File: config.mk
export PLATFORM = sky130hd
export DESIGN_NAME = seq_serializer_flat
export DESIGN_NICKNAME = d
export VERILOG_FILES = /design/src/rtl/seq_serializer_if.sv /design/src/rtl/seq_serializer.sv /design/src/flat_wrapper.sv
export SDC_FILE = /design/constraint.sdc
export NUM_CORES = 1
export LEC_CHECK = 0
export BUFFER_PORTS_ARGS = -buffer_cell sky130_fd_sc_hd__buf_2
export CORE_ASPECT_RATIO = 0.8
export CORE_MARGIN = 3
export CORE_UTILIZATION = 40
export DETAILED_ROUTE_END_ITERATION = 12
export RECOVER_POWER = 100
export SYNTH_ARGS = -nofsm -noshare
export SYNTH_HDL_FRONTEND = slang
export SYNTH_SLANG_ARGS = --single-unit
File: constraint.sdc
create_clock -name clk -period 2.45 [get_ports clk]
set_input_delay 0.49 -clock clk [delete_from_list [all_inputs] [get_ports clk]]
set_output_delay 0.49 -clock clk [all_outputs]
set_load 0.01 [all_outputs]
File: src/rtl/seq_serializer_if.sv
// Word-in / bit-out bus between a parallel word source and the serializer.
// The serializer takes the slave side; the word source (or bench) takes the master side.
interface seq_serializer_if #(
    parameter int unsigned WIDTH = 8
);
    logic [WIDTH-1:0] din;
    logic             din_valid;
    logic             din_ready;
    logic             x;
    logic             x_valid;
    logic             frame_done;

    modport slave (
        input  din,
        input  din_valid,
        output din_ready,
        output x,
        output x_valid,
        output frame_done
    );

    modport master (
        output din,
        output din_valid,
        input  din_ready,
        input  x,
        input  x_valid,
        input  frame_done
    );
endinterface

File: src/rtl/seq_serializer.sv
// Parallel-to-serial front end for the 111 sequence detector: one WIDTH-bit word in,
// one bit per clock out, back-to-back words with no idle gap, line held at 0 while idle.
module seq_serializer #(
    parameter int unsigned WIDTH     = 8,
    parameter bit          MSB_FIRST = 1'b1
) (
    input  logic              clk,
    input  logic              rst,
    seq_serializer_if.slave   bus
);

    localparam int unsigned CW = (WIDTH > 1) ? $clog2(WIDTH) : 1;
    localparam logic [CW-1:0] LAST = CW'(WIDTH - 1);

    typedef enum logic {
        IDLE  = 1'b0,
        SHIFT = 1'b1
    } state_e;

    state_e           state_q, state_d;
    logic [CW-1:0]    cnt_q, cnt_d;
    logic [WIDTH-1:0] sreg_q, sreg_d;
    logic             x_q, x_d;
    logic             x_valid_q, x_valid_d;
    logic             frame_done_q, frame_done_d;

    logic             last_bit;
    logic             accept;

    // Ready depends only on state, so there is no din_valid -> din_ready path.
    assign last_bit      = (state_q == SHIFT) && (cnt_q == LAST);
    assign bus.din_ready = (state_q == IDLE) || last_bit;
    assign accept        = bus.din_valid && bus.din_ready;

    always_comb begin
        state_d   = state_q;
        cnt_d     = cnt_q;
        sreg_d    = sreg_q;
        x_d       = x_q;
        x_valid_d = x_valid_q;

        if (accept) begin
            // First bit goes straight to x; the register keeps the rest pre-shifted.
            state_d   = SHIFT;
            cnt_d     = '0;
            x_valid_d = 1'b1;
            if (MSB_FIRST) begin
                x_d    = bus.din[WIDTH-1];
                sreg_d = bus.din << 1;
            end else begin
                x_d    = bus.din[0];
                sreg_d = bus.din >> 1;
            end
        end else if (state_q == SHIFT) begin
            if (last_bit) begin
                state_d   = IDLE;
                cnt_d     = '0;
                sreg_d    = '0;
                x_d       = 1'b0;
                x_valid_d = 1'b0;
            end else begin
                cnt_d = cnt_q + CW'(1);
                if (MSB_FIRST) begin
                    x_d    = sreg_q[WIDTH-1];
                    sreg_d = sreg_q << 1;
                end else begin
                    x_d    = sreg_q[0];
                    sreg_d = sreg_q >> 1;
                end
            end
        end

        frame_done_d = x_valid_d && (cnt_d == LAST);
    end

    always_ff @(posedge clk or negedge rst) begin
        if (!rst) begin
            state_q      <= IDLE;
            cnt_q        <= '0;
            sreg_q       <= '0;
            x_q          <= 1'b0;
            x_valid_q    <= 1'b0;
            frame_done_q <= 1'b0;
        end else begin
            state_q      <= state_d;
            cnt_q        <= cnt_d;
            sreg_q       <= sreg_d;
            x_q          <= x_d;
            x_valid_q    <= x_valid_d;
            frame_done_q <= frame_done_d;
        end
    end

    assign bus.x          = x_q;
    assign bus.x_valid    = x_valid_q;
    assign bus.frame_done = frame_done_q;

endmodule

File: src/flat_wrapper.sv
// flat-port wrapper written by rule: the top's interface ports become plain ports
module seq_serializer_flat 
#(
    parameter int unsigned WIDTH     = 8,
    parameter bit          MSB_FIRST = 1'b1
)
  (clk, rst, bus_din, bus_din_valid, bus_din_ready, bus_x, bus_x_valid, bus_frame_done);
  seq_serializer_if #(.WIDTH(WIDTH)) bus_i ();
  input  logic clk;
  input  logic rst;
  input wire logic [$bits(bus_i.din)-1:0] bus_din;
  input wire logic [$bits(bus_i.din_valid)-1:0] bus_din_valid;
  output wire logic [$bits(bus_i.din_ready)-1:0] bus_din_ready;
  output wire logic [$bits(bus_i.x)-1:0] bus_x;
  output wire logic [$bits(bus_i.x_valid)-1:0] bus_x_valid;
  output wire logic [$bits(bus_i.frame_done)-1:0] bus_frame_done;
  assign bus_i.din = bus_din;
  assign bus_i.din_valid = bus_din_valid;
  assign bus_din_ready = bus_i.din_ready;
  assign bus_x = bus_i.x;
  assign bus_x_valid = bus_i.x_valid;
  assign bus_frame_done = bus_i.frame_done;
  seq_serializer #(.WIDTH(WIDTH), .MSB_FIRST(MSB_FIRST)) u_core (.clk(clk), .rst(rst), .bus(bus_i));
endmodule
==> flow_metrics.tcl, run 1 <==
set metrics [dict create \
    setup_viol 0 \
    rsz0062_at_grt "false" \
    nNetsFinal 87 \
    crit_chain "ha_1, ha_1, nor2b_1, inv_1, clkbuf_1" \
    holdCritPathClass "input pin to async pin" \
    vias 500 \
    stdcell_count 94 \
    r2r_start "u_core.cnt_q[0]$_DFF_PN0_" \
    fin_crit_sh 0.8516 \
    grt_max_degree 22 \
    coreArea_sq_mm 0.001516 \
    synth_most_common_cell "dfrtp_1" \
    syn_inst 59 \
    diodes 0 \
    nFillCells 148 \
    hold_violations 0 \
    crit_top_cell "ha_1" \
    globalplace.congestion 0.6251 \
    dp_cells 90 \
    dr.pass1.iters 2 \
    drv_slew 0 \
    critPathLaunchType "flip-flop" \
    clk_latency_ns 0.27 \
    postRouteAntennaNets 0 \
    cts_tree "built" \
    port_buffers 14 \
    clockRootBuffer "clkbuf_4" \
    end_kind "output pin" \
    io_pins 15 \
    routed_wl_um 1249 \
    grtUsageTotal 0.1323 \
    cts_buffers 3 \
    synth_area_leaders "dfrtp_1, mux2i_1, a32oi_1" \
    clock_skew_ns 0.001491 \
    start_util 0.4637 \
    leakage_nw 0.3737 \
    irDropWorstVdd_v 0.0005870 \
    antenna_found_initial 0 \
    row_count 12 \
    dp_hpwl_um 842.1 \
    ys_seq_elements 14 \
    synth_common_cells "dfrtp_1, mux2i_1, o21ai_1" \
    synthFlopType "dfrtp_1" \
    grt_overflow_total 0 \
    vias_per_cell 5.319 \
    die_w_um 52.88 \
    min_period_ns 2.086 \
    timing.rr.end "u_core.bus.frame_done$_DFF_PN0_" \
    die_y_um 43.50 \
    path_max_fanout 11 \
    clock-sinks 14 \
    syn_avg_cell_area_sq_um 11.92 \
    clkTransAtPathRegs_ns 0.08 \
    placed_area_sq_um 768.2 \
    clock_path_buffers 2 \
    cpMaxStageDelayCell "dfrtp_1" \
    max_cap_violations 0 \
    ff2ff_setup_slack_ns 0.45 \
    status "completed" \
    grt_pass1_wl_um 2180 \
    final_cell_area_sq_um 794.5 \
    htreeDepth 1 \
    max_clock_freq_ghz 0.4793 \
    syn_area_sq_um 703.2 \
    relSlewSlack 0.5068 \
    cts_resized 0 \
    synth_warnings 0 \
    layout-drive-gt1-share 0.2055 \
    powerDensity_mw_per_mm2 1054 \
    wire_per_inst_um 13.29 \
    crit_type "flip-flop to output pin" \
    post-cts-setup-buffers 0 \
    route.detailed.drc 0 \
    worst_slew_pin_slew_ns 0.7397 \
    synth_top_cell_area_share 0.4982 \
    power.total_w 0.0008375 \
    holdBufCountCts 0 \
    ff2ff_path_depth 6 \
    cp.arrival_ns 1.60 \
    grt_pass1_vias 461 \
    ys_async_sr_fraction 1.000 \
    synth_cell_type_count 18 \
    tns_ns 0 \
    first_iter_violations 7 \
    area_growth_pct 12.99 \
    yosysSeqAreaShare 0.4982 \
    synth_edf_count 0 \
    critical-path-max-stage-delay_ns 0.40 \
    synth.largest_area_cell "dfrtp_1" \
    required_ns 1.96 \
    dieArea_sq_mm 0.002300 \
    syn_nets 72 \
]
==> layout by cell type, fill, tap and decap left out, drive strengths merged <==
master and count:
nor2 2, mux2i 10, dfrtp 14, nand3b 1
o21ai 9, ha 2, nand2b 2, a22o 1
a32oi 7, buf 9, nor2b 1, and4b 1
nand3 1, clkbuf 10, a21oi 1, inv 2
==> logic make-up after synthesis <==
| kind of cell | Yosys count | synth area share |
|---|---|---|
| DFF | 14 | 0.4982 |
| and+or+nand+nor | 8 | 0.06940 |
| buffers and inverters | 7 | 0.06583 |
| adders and majority gates | 2 | 0.03558 |
| muxes | 10 | 0.1424 |
| AOI/OAI and AO/OA | 18 | 0.1886 |
==> cell type report <==
cell class              instances  area, sq um  share of cell area
flip-flops and latches         14        350.3              0.4409
multi-input cells              38        306.5              0.3858
repair buffers                 15        67.56             0.08504
clock buffers                   4        36.28             0.04567
well taps                      21        26.28             0.03307
inverters                       2        7.507            0.009449
==> where the power goes <==
part,switching [W],internal (W),leakage [nW]
Clock,0.0000738,0.0000903,0.0210
Combinational,0.000160,0.000145,0.172
Sequential,0.0000553,0.000313,0.180
Total,0.000289,0.000548,0.374
==> critical path: cells and delay by family, from the launching register on <==
family	cells	cell delay, ns
DFF	1	0.40
adders and majority gates	2	0.53
and+or+nand+nor	1	0.20
buffers and inverters	2	0.19
==> flip-flops by register name (all words and copies together), names as in the netlist <==
name	flops
u_core.bus.x_valid	1
u_core.bus.x	1
u_core.state_q	1
u_core.cnt_q	3
u_core.sreg_q	7
u_core.bus.frame_done	1
==> how the worst max path moves through the flow <==
stage,slack [ns],end,from
3_5_place_dp,0.65,bus_din_ready,u_core.cnt_q[0]$_DFF_PN0_
5_1_grt,0.24,bus_din_ready,u_core.cnt_q[0]$_DFF_PN0_
2_1_floorplan,0.87,bus_din_ready,u_core.cnt_q[0]$_DFF_PN0_
6_report,0.36,bus_din_ready,u_core.cnt_q[0]$_DFF_PN0_
3_3_place_gp,0.68,bus_din_ready,u_core.cnt_q[0]$_DFF_PN0_
4_1_cts,0.34,bus_din_ready,u_core.cnt_q[0]$_DFF_PN0_
==> metrics by stage <==
stage                     utilization  worst slack [ns]  hold WS, ns
after floorplan                     -            0.8715       0.1944
after global routing           0.5239            0.2383       0.2772
after global placement         0.5066            0.6805       0.4033
after CTS                      0.5305            0.3353      0.09620
final                          0.5239            0.3636       0.2445
after detailed placement       0.5066            0.6464       0.4057
==> routing by layer <==
layer  global-route usage  share of wire  wire length, um
met1               0.1785           0.49              607
met2               0.1931           0.46              571
met3              0.05155          0.043               54
met4              0.04592          0.011               14
met5                    0              0                0
Power figures use the tool's default switching activity.
==> run 2, diff against run 1 <==
==> constraint.sdc (replaced) <==
create_clock -name clk -period 2.45 [get_ports clk]
set_input_delay 0.245 -clock clk [delete_from_list [all_inputs] [get_ports clk]]
set_output_delay 0.245 -clock clk [all_outputs]
set_load 0.01 [all_outputs]
==> flow_metrics.tcl, run 2 (same netlist as run 1, synthesis figures left out) <==
set metrics [dict create \
    postRouteAntennaNets 0 \
    grt_pass1_vias 416 \
    rsz0062_at_grt "false" \
    htreeDepth 1 \
    diodes 0 \
    clock_skew_ns 0.004405 \
    hold_violations 0 \
    hold_depth 3 \
    min_from "bus_din[0]" \
    ff2ff_setup_slack_ns 0.79 \
    layout-drive-gt1-share 0.2162 \
    first_iter_violations 9 \
    die_w_um 52.88 \
    grt_overflow_total 0 \
    fin_crit_sh 0.8609 \
    io_pins 15 \
    route.detailed.drc 0 \
    clockRootBuffer "clkbuf_4" \
    coreArea_sq_mm 0.001516 \
    status "completed" \
    power.total_w 0.0008455 \
    crit_type "flip-flop to output pin" \
    critPathLaunchType "flip-flop" \
    clock_path_buffers 2 \
    tns_ns 0 \
    min_to "u_core.sreg_q[1]$_DFFE_PN0P_" \
    cts_tree "built" \
    powerDensity_mw_per_mm2 1046 \
    cp.arrival_ns 1.86 \
    die_y_um 43.50 \
    cts_buffers 3 \
    nNetsFinal 88 \
    ff2ff_path_depth 5 \
    clock-sinks 14 \
    drv_slew 0 \
    routed_wl_um 1314 \
    layout_common_cells "dfrtp_1, mux2i_1, o21ai_0, buf_2, a32oi_1" \
    grtUsageTotal 0.1250 \
    end_kind "output pin" \
    regMostFlops "u_core.sreg_q" \
    port_buffers 14 \
    min_period_ns 2.109 \
    vias 484 \
    mostFrequentLayoutCell "dfrtp_1" \
    leakage_nw 0.3812 \
    cts_resized 0 \
    wire_per_inst_um 13.83 \
    holdCritPathClass "input pin to flip-flop" \
    top_regs "u_core.sreg_q (7), u_core.cnt_q (3)" \
    start_util 0.4637 \
    vias_per_cell 5.095 \
    worst_slew_pin_slew_ns 0.7208 \
    clk_latency_ns 0.28 \
    dieArea_sq_mm 0.002300 \
    clkTransAtPathRegs_ns 0.08 \
    globalplace.congestion 0.6896 \
    dp_hpwl_um 912.8 \
    max_cap_violations 0 \
    relSlewSlack 0.5195 \
    largest_reg_flops 7 \
    area_growth_pct 14.95 \
    timing.rr.end "u_core.bus.frame_done$_DFF_PN0_" \
    setup_viol 0 \
    grt_max_degree 22 \
    path_max_fanout 11 \
    grt_pass1_wl_um 2028 \
    dr.pass1.iters 4 \
    row_count 12 \
    r2r_start "u_core.cnt_q[0]$_DFF_PN0_" \
    required_ns 2.20 \
    irDropWorstVdd_v 0.0005784 \
    antenna_found_initial 0 \
    max_clock_freq_ghz 0.4741 \
]
## run 2: cell types whose count changed in the layout (fill, tap and decap cells not counted)
cell	delta
buf_4	+1
o21ai_0	+1
o21ai_1	-1
dlygate4sd3_1	+1
clkbuf_1	-1
## run 2: worst max-delay path, cell delays in order (launching register included)
cell and delay, ns:
dfrtp_1 0.40, ha_1 0.21, ha_1 0.33, nor2b_1 0.27
buf_4 0.20, inv_1 0.06, clkbuf_1 0.12
## run 2: power breakdown
part           switching (W)  total, W  internal (W)
sequential         0.0000606  0.000374      0.000313
clock              0.0000733  0.000164     0.0000904
combinational       0.000156  0.000308      0.000152
## run 2: timing repair
item / in CTS / in global routing
endpoints found under the hold margin: 14 / 0
hold buffers: 1 / 0
setup buffers: 0 / 0
## run 2: worst max path at each step
stage / startpoint / end / slack [ns]
after floorplan: u_core.cnt_q[0]$_DFF_PN0_ / u_core.bus.frame_done$_DFF_PN0_ / 1.02
after global placement: u_core.cnt_q[0]$_DFF_PN0_ / bus_din_ready / 0.69
after detailed placement: u_core.cnt_q[0]$_DFF_PN0_ / bus_din_ready / 0.65
after CTS: u_core.cnt_q[0]$_DFF_PN0_ / bus_din_ready / 0.33
after global routing: u_core.cnt_q[0]$_DFF_PN0_ / bus_din_ready / 0.25
final: u_core.cnt_q[0]$_DFF_PN0_ / bus_din_ready / 0.34
## run 2: cell type report
class,count,area (sq um)
clock buffer,4,36.28
tap,21,26.28
inverter,2,7.507
multi-input combinational,38,306.5
timing repair buffer,16,81.33
sequential,14,350.3
fill,148,708.2
## run 2: metrics by stage
step / cells / util / cell area [sq um] / worst slack, ns / hold slack, ns
3_5_place_dp: 90 / 0.5066 / 768.2 / 0.6501 / 0.1573
4_1_cts: 95 / 0.5371 / 814.5 / 0.3274 / 0.2305
5_1_grt: 95 / 0.5330 / 808.3 / 0.2521 / 0.2318
3_3_place_gp: 90 / 0.5066 / 768.2 / 0.6907 / 0.1570
2_1_floorplan: 59 / - / 703.2 / 1.022 / -0.05059
6_report: 95 / 0.5330 / 808.3 / 0.3408 / 0.2273
## run 2: per-layer routing
layer | up-vias | share of wire | GRT usage
li1 | 250 | - | -
met1 | 222 | 0.51 | 0.1863
met2 | 12 | 0.42 | 0.1559
met3 | 0 | 0.068 | 0.06529
met4 | 0 | 0 | 0.03061
met5 | - | 0 | 0
